`src/rtl/id_ex_pipe_pkg.sv`:
```
// rtl/id_ex_pipe_pkg.sv - opcode and control-bit constants shared by the ID/EX stage
package id_ex_pipe_pkg;

  localparam int CTRL_W = 10;
  localparam int REG_W  = 5;
  localparam int OP_W   = 6;

  localparam logic [OP_W-1:0] R_FORMAT = 6'd0;
  localparam logic [OP_W-1:0] J        = 6'd2;
  localparam logic [OP_W-1:0] BEQ      = 6'd4;
  localparam logic [OP_W-1:0] ADDIU    = 6'd9;
  localparam logic [OP_W-1:0] LW       = 6'd35;
  localparam logic [OP_W-1:0] SW       = 6'd43;

  localparam int REGDST   = 9;
  localparam int ALUOP_HI = 8;
  localparam int ALUOP_LO = 7;
  localparam int ALUSRC   = 6;
  localparam int BRANCH   = 5;
  localparam int JUMP     = 4;
  localparam int MEMREAD  = 3;
  localparam int MEMWRITE = 2;
  localparam int REGWRITE = 1;
  localparam int MEMTOREG = 0;

  // Only J ignores rs; ADDIU and LW write rt rather than read it.
  function automatic logic op_uses_rs(input logic [OP_W-1:0] op);
    return op != J;
  endfunction

  function automatic logic op_uses_rt(input logic [OP_W-1:0] op);
    return (op == R_FORMAT) || (op == SW) || (op == BEQ);
  endfunction

endpackage

```
`src/rtl/id_ex_pipe_hazard_detect.sv`:
```
// rtl/id_ex_pipe_hazard_detect.sv - load-use hazard detector between EX load and ID consumer
module hazard_detect
  import id_ex_pipe_pkg::*;
(
  input  logic             ex_memread_i,
  input  logic [REG_W-1:0] ex_rt_i,
  input  logic [REG_W-1:0] id_rs_i,
  input  logic [REG_W-1:0] id_rt_i,
  input  logic [OP_W-1:0]  id_opcode_i,
  output logic             hz_o
);

  logic rs_match;
  logic rt_match;

  assign rs_match = op_uses_rs(id_opcode_i) && (ex_rt_i == id_rs_i);
  assign rt_match = op_uses_rt(id_opcode_i) && (ex_rt_i == id_rt_i);

  // $zero never carries a real dependency.
  assign hz_o = ex_memread_i && (ex_rt_i != '0) && (rs_match || rt_match);

endmodule

```
`src/rtl/id_ex_pipe.sv`:
```
// rtl/id_ex_pipe.sv - ID/EX pipeline register with load-use stall, flush and event counters
module id_ex_pipe
  import id_ex_pipe_pkg::*;
#(
  parameter int DATA_W = 32,
  parameter int CNT_W  = 16
) (
  input  logic              clk,
  input  logic              rst_n,
  input  logic [CTRL_W-1:0] id_ctrl,
  input  logic [OP_W-1:0]   id_opcode,
  input  logic [DATA_W-1:0] id_pc4,
  input  logic [DATA_W-1:0] id_rdata1,
  input  logic [DATA_W-1:0] id_rdata2,
  input  logic [DATA_W-1:0] id_imm,
  input  logic [REG_W-1:0]  id_rs,
  input  logic [REG_W-1:0]  id_rt,
  input  logic [REG_W-1:0]  id_rd,
  input  logic              flush,
  input  logic              hold,
  output logic [CTRL_W-1:0] ex_ctrl,
  output logic [DATA_W-1:0] ex_pc4,
  output logic [DATA_W-1:0] ex_rdata1,
  output logic [DATA_W-1:0] ex_rdata2,
  output logic [DATA_W-1:0] ex_imm,
  output logic [REG_W-1:0]  ex_rs,
  output logic [REG_W-1:0]  ex_rt,
  output logic [REG_W-1:0]  ex_rd,
  output logic              stall,
  output logic [CNT_W-1:0]  stall_cnt,
  output logic [CNT_W-1:0]  flush_cnt
);

  logic [CTRL_W-1:0] ctrl_q, ctrl_d;
  logic [DATA_W-1:0] pc4_q, pc4_d;
  logic [DATA_W-1:0] rdata1_q, rdata1_d;
  logic [DATA_W-1:0] rdata2_q, rdata2_d;
  logic [DATA_W-1:0] imm_q, imm_d;
  logic [REG_W-1:0]  rs_q, rs_d;
  logic [REG_W-1:0]  rt_q, rt_d;
  logic [REG_W-1:0]  rd_q, rd_d;
  logic [CNT_W-1:0]  stall_cnt_q, stall_cnt_d;
  logic [CNT_W-1:0]  flush_cnt_q, flush_cnt_d;

  logic hz;
  logic flush_ev;
  logic stall_ev;

  hazard_detect u_hazard_detect (
    .ex_memread_i (ctrl_q[MEMREAD]),
    .ex_rt_i      (rt_q),
    .id_rs_i      (id_rs),
    .id_rt_i      (id_rt),
    .id_opcode_i  (id_opcode),
    .hz_o         (hz)
  );

  // Hold owns the upstream freeze, and a flush squashes the consumer anyway.
  assign flush_ev = flush && !hold;
  assign stall_ev = hz && !flush && !hold;
  assign stall    = stall_ev;

  always_comb begin
    ctrl_d      = ctrl_q;
    pc4_d       = pc4_q;
    rdata1_d    = rdata1_q;
    rdata2_d    = rdata2_q;
    imm_d       = imm_q;
    rs_d        = rs_q;
    rt_d        = rt_q;
    rd_d        = rd_q;
    stall_cnt_d = stall_cnt_q;
    flush_cnt_d = flush_cnt_q;

    if (!hold) begin
      ctrl_d   = (flush || hz) ? '0 : id_ctrl;
      pc4_d    = id_pc4;
      rdata1_d = id_rdata1;
      rdata2_d = id_rdata2;
      imm_d    = id_imm;
      rs_d     = id_rs;
      rt_d     = id_rt;
      rd_d     = id_rd;
    end

    if (flush_ev && (flush_cnt_q != '1)) begin
      flush_cnt_d = flush_cnt_q + CNT_W'(1);
    end
    if (stall_ev && (stall_cnt_q != '1)) begin
      stall_cnt_d = stall_cnt_q + CNT_W'(1);
    end
  end

  always_ff @(posedge clk or negedge rst_n) begin
    if (!rst_n) begin
      ctrl_q      <= '0;
      pc4_q       <= '0;
      rdata1_q    <= '0;
      rdata2_q    <= '0;
      imm_q       <= '0;
      rs_q        <= '0;
      rt_q        <= '0;
      rd_q        <= '0;
      stall_cnt_q <= '0;
      flush_cnt_q <= '0;
    end else begin
      ctrl_q      <= ctrl_d;
      pc4_q       <= pc4_d;
      rdata1_q    <= rdata1_d;
      rdata2_q    <= rdata2_d;
      imm_q       <= imm_d;
      rs_q        <= rs_d;
      rt_q        <= rt_d;
      rd_q        <= rd_d;
      stall_cnt_q <= stall_cnt_d;
      flush_cnt_q <= flush_cnt_d;
    end
  end

  assign ex_ctrl   = ctrl_q;
  assign ex_pc4    = pc4_q;
  assign ex_rdata1 = rdata1_q;
  assign ex_rdata2 = rdata2_q;
  assign ex_imm    = imm_q;
  assign ex_rs     = rs_q;
  assign ex_rt     = rt_q;
  assign ex_rd     = rd_q;
  assign stall_cnt = stall_cnt_q;
  assign flush_cnt = flush_cnt_q;

endmodule

```
`config.mk`:
```
export PLATFORM = sky130hd
export DESIGN_NAME = id_ex_pipe
export DESIGN_NICKNAME = d
export VERILOG_FILES = /design/src/rtl/id_ex_pipe_pkg.sv /design/src/rtl/id_ex_pipe_hazard_detect.sv /design/src/rtl/id_ex_pipe.sv
export SDC_FILE = /design/constraint.sdc
export NUM_CORES = 1
export LEC_CHECK = 0
export ABC_CLOCK_PERIOD_IN_PS = 3600
export BUFFER_PORTS_ARGS = -buffer_cell sky130_fd_sc_hd__buf_2
export CAP_MARGIN = 5
export CORE_ASPECT_RATIO = 1.5
export CORE_MARGIN = 2
export CORE_UTILIZATION = 33
export CTS_BUF_LIST = sky130_fd_sc_hd__clkbuf_4 sky130_fd_sc_hd__clkbuf_8
export CTS_CLUSTER_DIAMETER = 40
export DETAILED_ROUTE_END_ITERATION = 6
export GPL_ROUTABILITY_DRIVEN = 0
export MAX_ROUTING_LAYER = met4
export SYNTH_ARGS = -nofsm -noshare
export SYNTH_HDL_FRONTEND = slang
export SYNTH_HIERARCHICAL = 1
export SYNTH_SLANG_ARGS = --single-unit
```
`constraint.sdc`:
```
create_clock -name clk -period 3.6 [get_ports clk]
set_clock_uncertainty 0.05 [all_clocks]
set_input_delay 0.18 -clock clk [delete_from_list [all_inputs] [get_ports clk]]
set_output_delay 0.18 -clock clk [all_outputs]
set_load 0.1 [all_outputs]
```
==> out/qor.csv <==
stage,metric,value,unit
run_status,outcome,completed,
layout,diode count,0,
drt,DR vias,5991,
yosys,Post-synth top flop,dfrtp_1,
global_route,largest net degree at the start of global routing,102,
drt,overall routed net length,21.0,mm
yosys,Post-synth ARST share,1.00,
sta,unrepaired setup endpoints after global routing,false,
power,Reg power frac,0.388,
yosys,Synthesis Warnings,6,
power,Comb pwr share,0.384,
clocking,CTS max path bufs,2,
yosys,Post-synth EDFFs,0,
clocking,hold-fix buffers at CTS,154,
global_route,first-pass GRT wire length,32.8,mm
yosys,Synth area leaders,"dfrtp_1 (62%), mux2_2 (22%), xor2_1 (2.6%)",
run,maxcap violations,0,
clocking,Post-CTS Setup Bufs,0,
sta,max frequency,326,MHz
floorplan,# rows,67,
global_route,initial antenna violation count,0,
sta,clock period minus worst slack,3.07,ns
power,Clock Power Share,0.228,
sta,Least-Margin Pin Slew,0.860,ns
placed_design,IO buf count,348,
clocking,CTS buffer count,17,
layout,synth-to-layout area growth,53.6,%
clocking,Worst-path clk slew,0.10,ns
yosys,most frequent cells after synthesis,"dfrtp_1 (185), mux2_2 (145), xor2_1 (22)",
sta,Tcrit/Tclk final,0.852,
power,pwr/cell area,548,nW/um^2
yosys,"count leader, synth",dfrtp_1,
yosys,"area leader, netlist",dfrtp_1,
layout,share of post-route cells with drive strength above 1,0.542,
yosys,#FFs+latches synth,185,
yosys,sequential element share of the synthesized area,0.621,
clocking,# H-tree levels,4,
clocking,Skew-Pair Late Insertion Delay,0.47,ns
yosys,"Cell Area, Synth",7460,sq um
power,P_int,3.50,mW
global_route,number of global-route vias before repair,6472,
critical_path,Worst Path Max Fanout,5,
drt,DR iter-0 viols,240,
critical_path,Setup crit end kind,primary output,
layout,final-stage net count,1164,
placed_design,post-detail-place hpwl,14.2,mm
global_route,gr ovfl total,0,
sta,Max Transition Viols Final,0,
worst_hold_path,Hold/Removal Path Class,input port to flop,
power,VDD IR max,0.342,mV
yosys,Synth cell types,51,
power,switching share of power,0.442,
yosys,Yosys top cell area share,0.621,
drt,Antenna Nets Post-Route,0,
yosys,Syn Nets,658,
floorplan,Initial Util,0.335,
sta,"Setup violations, final",0,
layout,final non-filler cell total,1284,
drt,drt pass-1 iters,4,
floorplan,Die Area,23800,sq um
sta,endpoints failing hold,0,
power,overall power,6.27,mW
placed_design,Placed Cells,1102,
clocking,clock sink count,185,
power,NetSw,2.77,mW
floorplan,Die Span X,127,microns
critical_path,CP startpoint kind,flop,
clocking,clock root buffer,clkbuf_8,
critical_path,crit path kind,flop to primary output,
power,Lkg Pwr,5.50,nW
critical_path,"Req. time, crit path",3.37,ns
critical_path,Crit path arrival time,2.84,ns
sta,Sum Neg Setup Slack,0,ns
floorplan,num ports,349,
floorplan,Core Area,22300,sq um
clocking,CTS resizes,0,
drt,DRC violations left,0,
yosys,syn_area_per_cell,15.1,sq um
sta,Slew HR,0.423,
drt,detail-routed net length per standard cell,16.3,microns
drt,Vias/cell,4.67,
clocking,CTS tree,done,
floorplan,Die H,188,microns
yosys,Post-Synthesis Cells,493,
global_route,Overall Global Routing Usage,0.180,
==> flip-flops by register name, indices dropped and copies added (netlist names) <==
signal,flops
ex_ctrl,10
ex_imm,32
ex_pc4,32
ex_rd,5
ex_rdata1,32
ex_rdata2,32
ex_rs,5
ex_rt,5
flush_cnt,16
stall_cnt,16
==> power groups by stage <==
stage | clock (mW) | sequential (mW) | combinational, mW
6_report | 1.43 | 2.43 | 2.41
4_1_cts | 1.49 | 2.43 | 2.42
2_1_floorplan | 0 | 4.00 | 0.282
3_3_place_gp | 0 | 2.46 | 2.27
3_5_place_dp | 0 | 2.47 | 2.28
5_1_grt | 1.56 | 2.46 | 2.49
==> per-layer routing <==
metal | global-route usage | wire, microns | vias up | share of wire
li1 | - | - | 2800 | -
met1 | 0.204 | 8410 | 2942 | 0.40
met2 | 0.310 | 11000 | 217 | 0.52
met3 | 0.0337 | 1030 | 32 | 0.049
met4 | 0.0795 | 551 | 0 | 0.026
met5 | - | 0 | - | 0
==> area by class of cell <==
| type | count | area, sq um |
|---|---|---|
| fillers | 1926 | 10800 |
| flip-flops and latches | 185 | 4640 |
| repair buffers | 506 | 3340 |
| multi-input cells | 287 | 2740 |
| well taps | 276 | 345 |
| clock buffers | 20 | 263 |
| clock inverters | 8 | 125 |
| inverters | 2 | 7.51 |
==> final timing paths <==
| check | start | endpoint | slack [ns] | cells after the start |
|---|---|---|---|---|
| max | ex_rt[4]$_DFFE_PN0N_ | stall | 0.53 | 6 |
| min | hold | ex_ctrl[1]$_DFFE_PN0N_ | 0.17 | 2 |
| max reg2reg | ex_rt[4]$_DFFE_PN0N_ | stall_cnt[14]$_DFFE_PN0P_ | 0.66 | 8 |
| min reg2reg | ex_rdata1[12]$_DFFE_PN0N_ | ex_rdata1[12]$_DFFE_PN0N_ | 0.45 | 1 |
| max in group asynchronous | rst_n | ex_imm[22]$_DFFE_PN0N_ | 2.33 | 3 |
| min in group asynchronous | rst_n | flush_cnt[10]$_DFFE_PN0P_ | 0.29 | 2 |
==> cells by family (layout without fill, tap and decap cells) <==
logic type,count (synthesis),after routing,share of synthesized area
buf+inv,21,536,0.0133
xor+xnor,32,32,0.0376
fa+ha+maj,2,2,0.00335
compound gates,39,39,0.0429
flops,185,185,0.621
mux,145,145,0.219
simple gates,69,69,0.0634
==> layout by cell type (no fill, tap or decap), drive strengths merged, types with 2 or more instances in the layout <==
master,synthesis,final
nor4,4,4
a31oi,4,4
nor3b,2,2
nor4b,3,3
nand4,8,8
nor2,6,6
clkinv,0,4
mux2,145,145
clkbuf,2,21
dlygate4sd3,0,154
nand2,12,12
o21a,2,2
nand3,7,7
ha,2,2
inv,2,2
a21oi,4,4
or3,2,2
nor3,9,9
o21ai,3,3
nor2b,2,2
xor2,22,22
a211oi,4,4
or4,2,2
a21boi,2,2
dfrtp,185,185
a2111oi,4,4
a22o,10,10
xnor2,10,10
a41oi,3,3
and3,3,3
buf,17,351
and2,2,2
bufinv,0,3
==> critical path, cell delays in order (launching register included) <==
cell and delay, ns:
dfrtp_2 0.46, xnor2_1 0.19, nand4_1 0.16, or4_1 0.50
a21oi_1 0.29, nor3b_4 0.29, buf_2 0.47
==> through the flow <==
| stage | hold slack (ns) | instance area, sq um | setup slack [ns] | util |
|---|---|---|---|---|
| global route | 0.149 | 11500 | 0.338 | 0.514 |
| detailed placement | 0.287 | 9530 | 0.648 | 0.427 |
| floorplan | -0.166 | 7470 | 0.0555 | - |
| finish | 0.171 | 11500 | 0.532 | 0.514 |
| global placement | 0.286 | 9530 | 0.746 | 0.427 |
| CTS | 0.131 | 11500 | 0.467 | 0.514 |
Power figures use the tool's default switching activity.
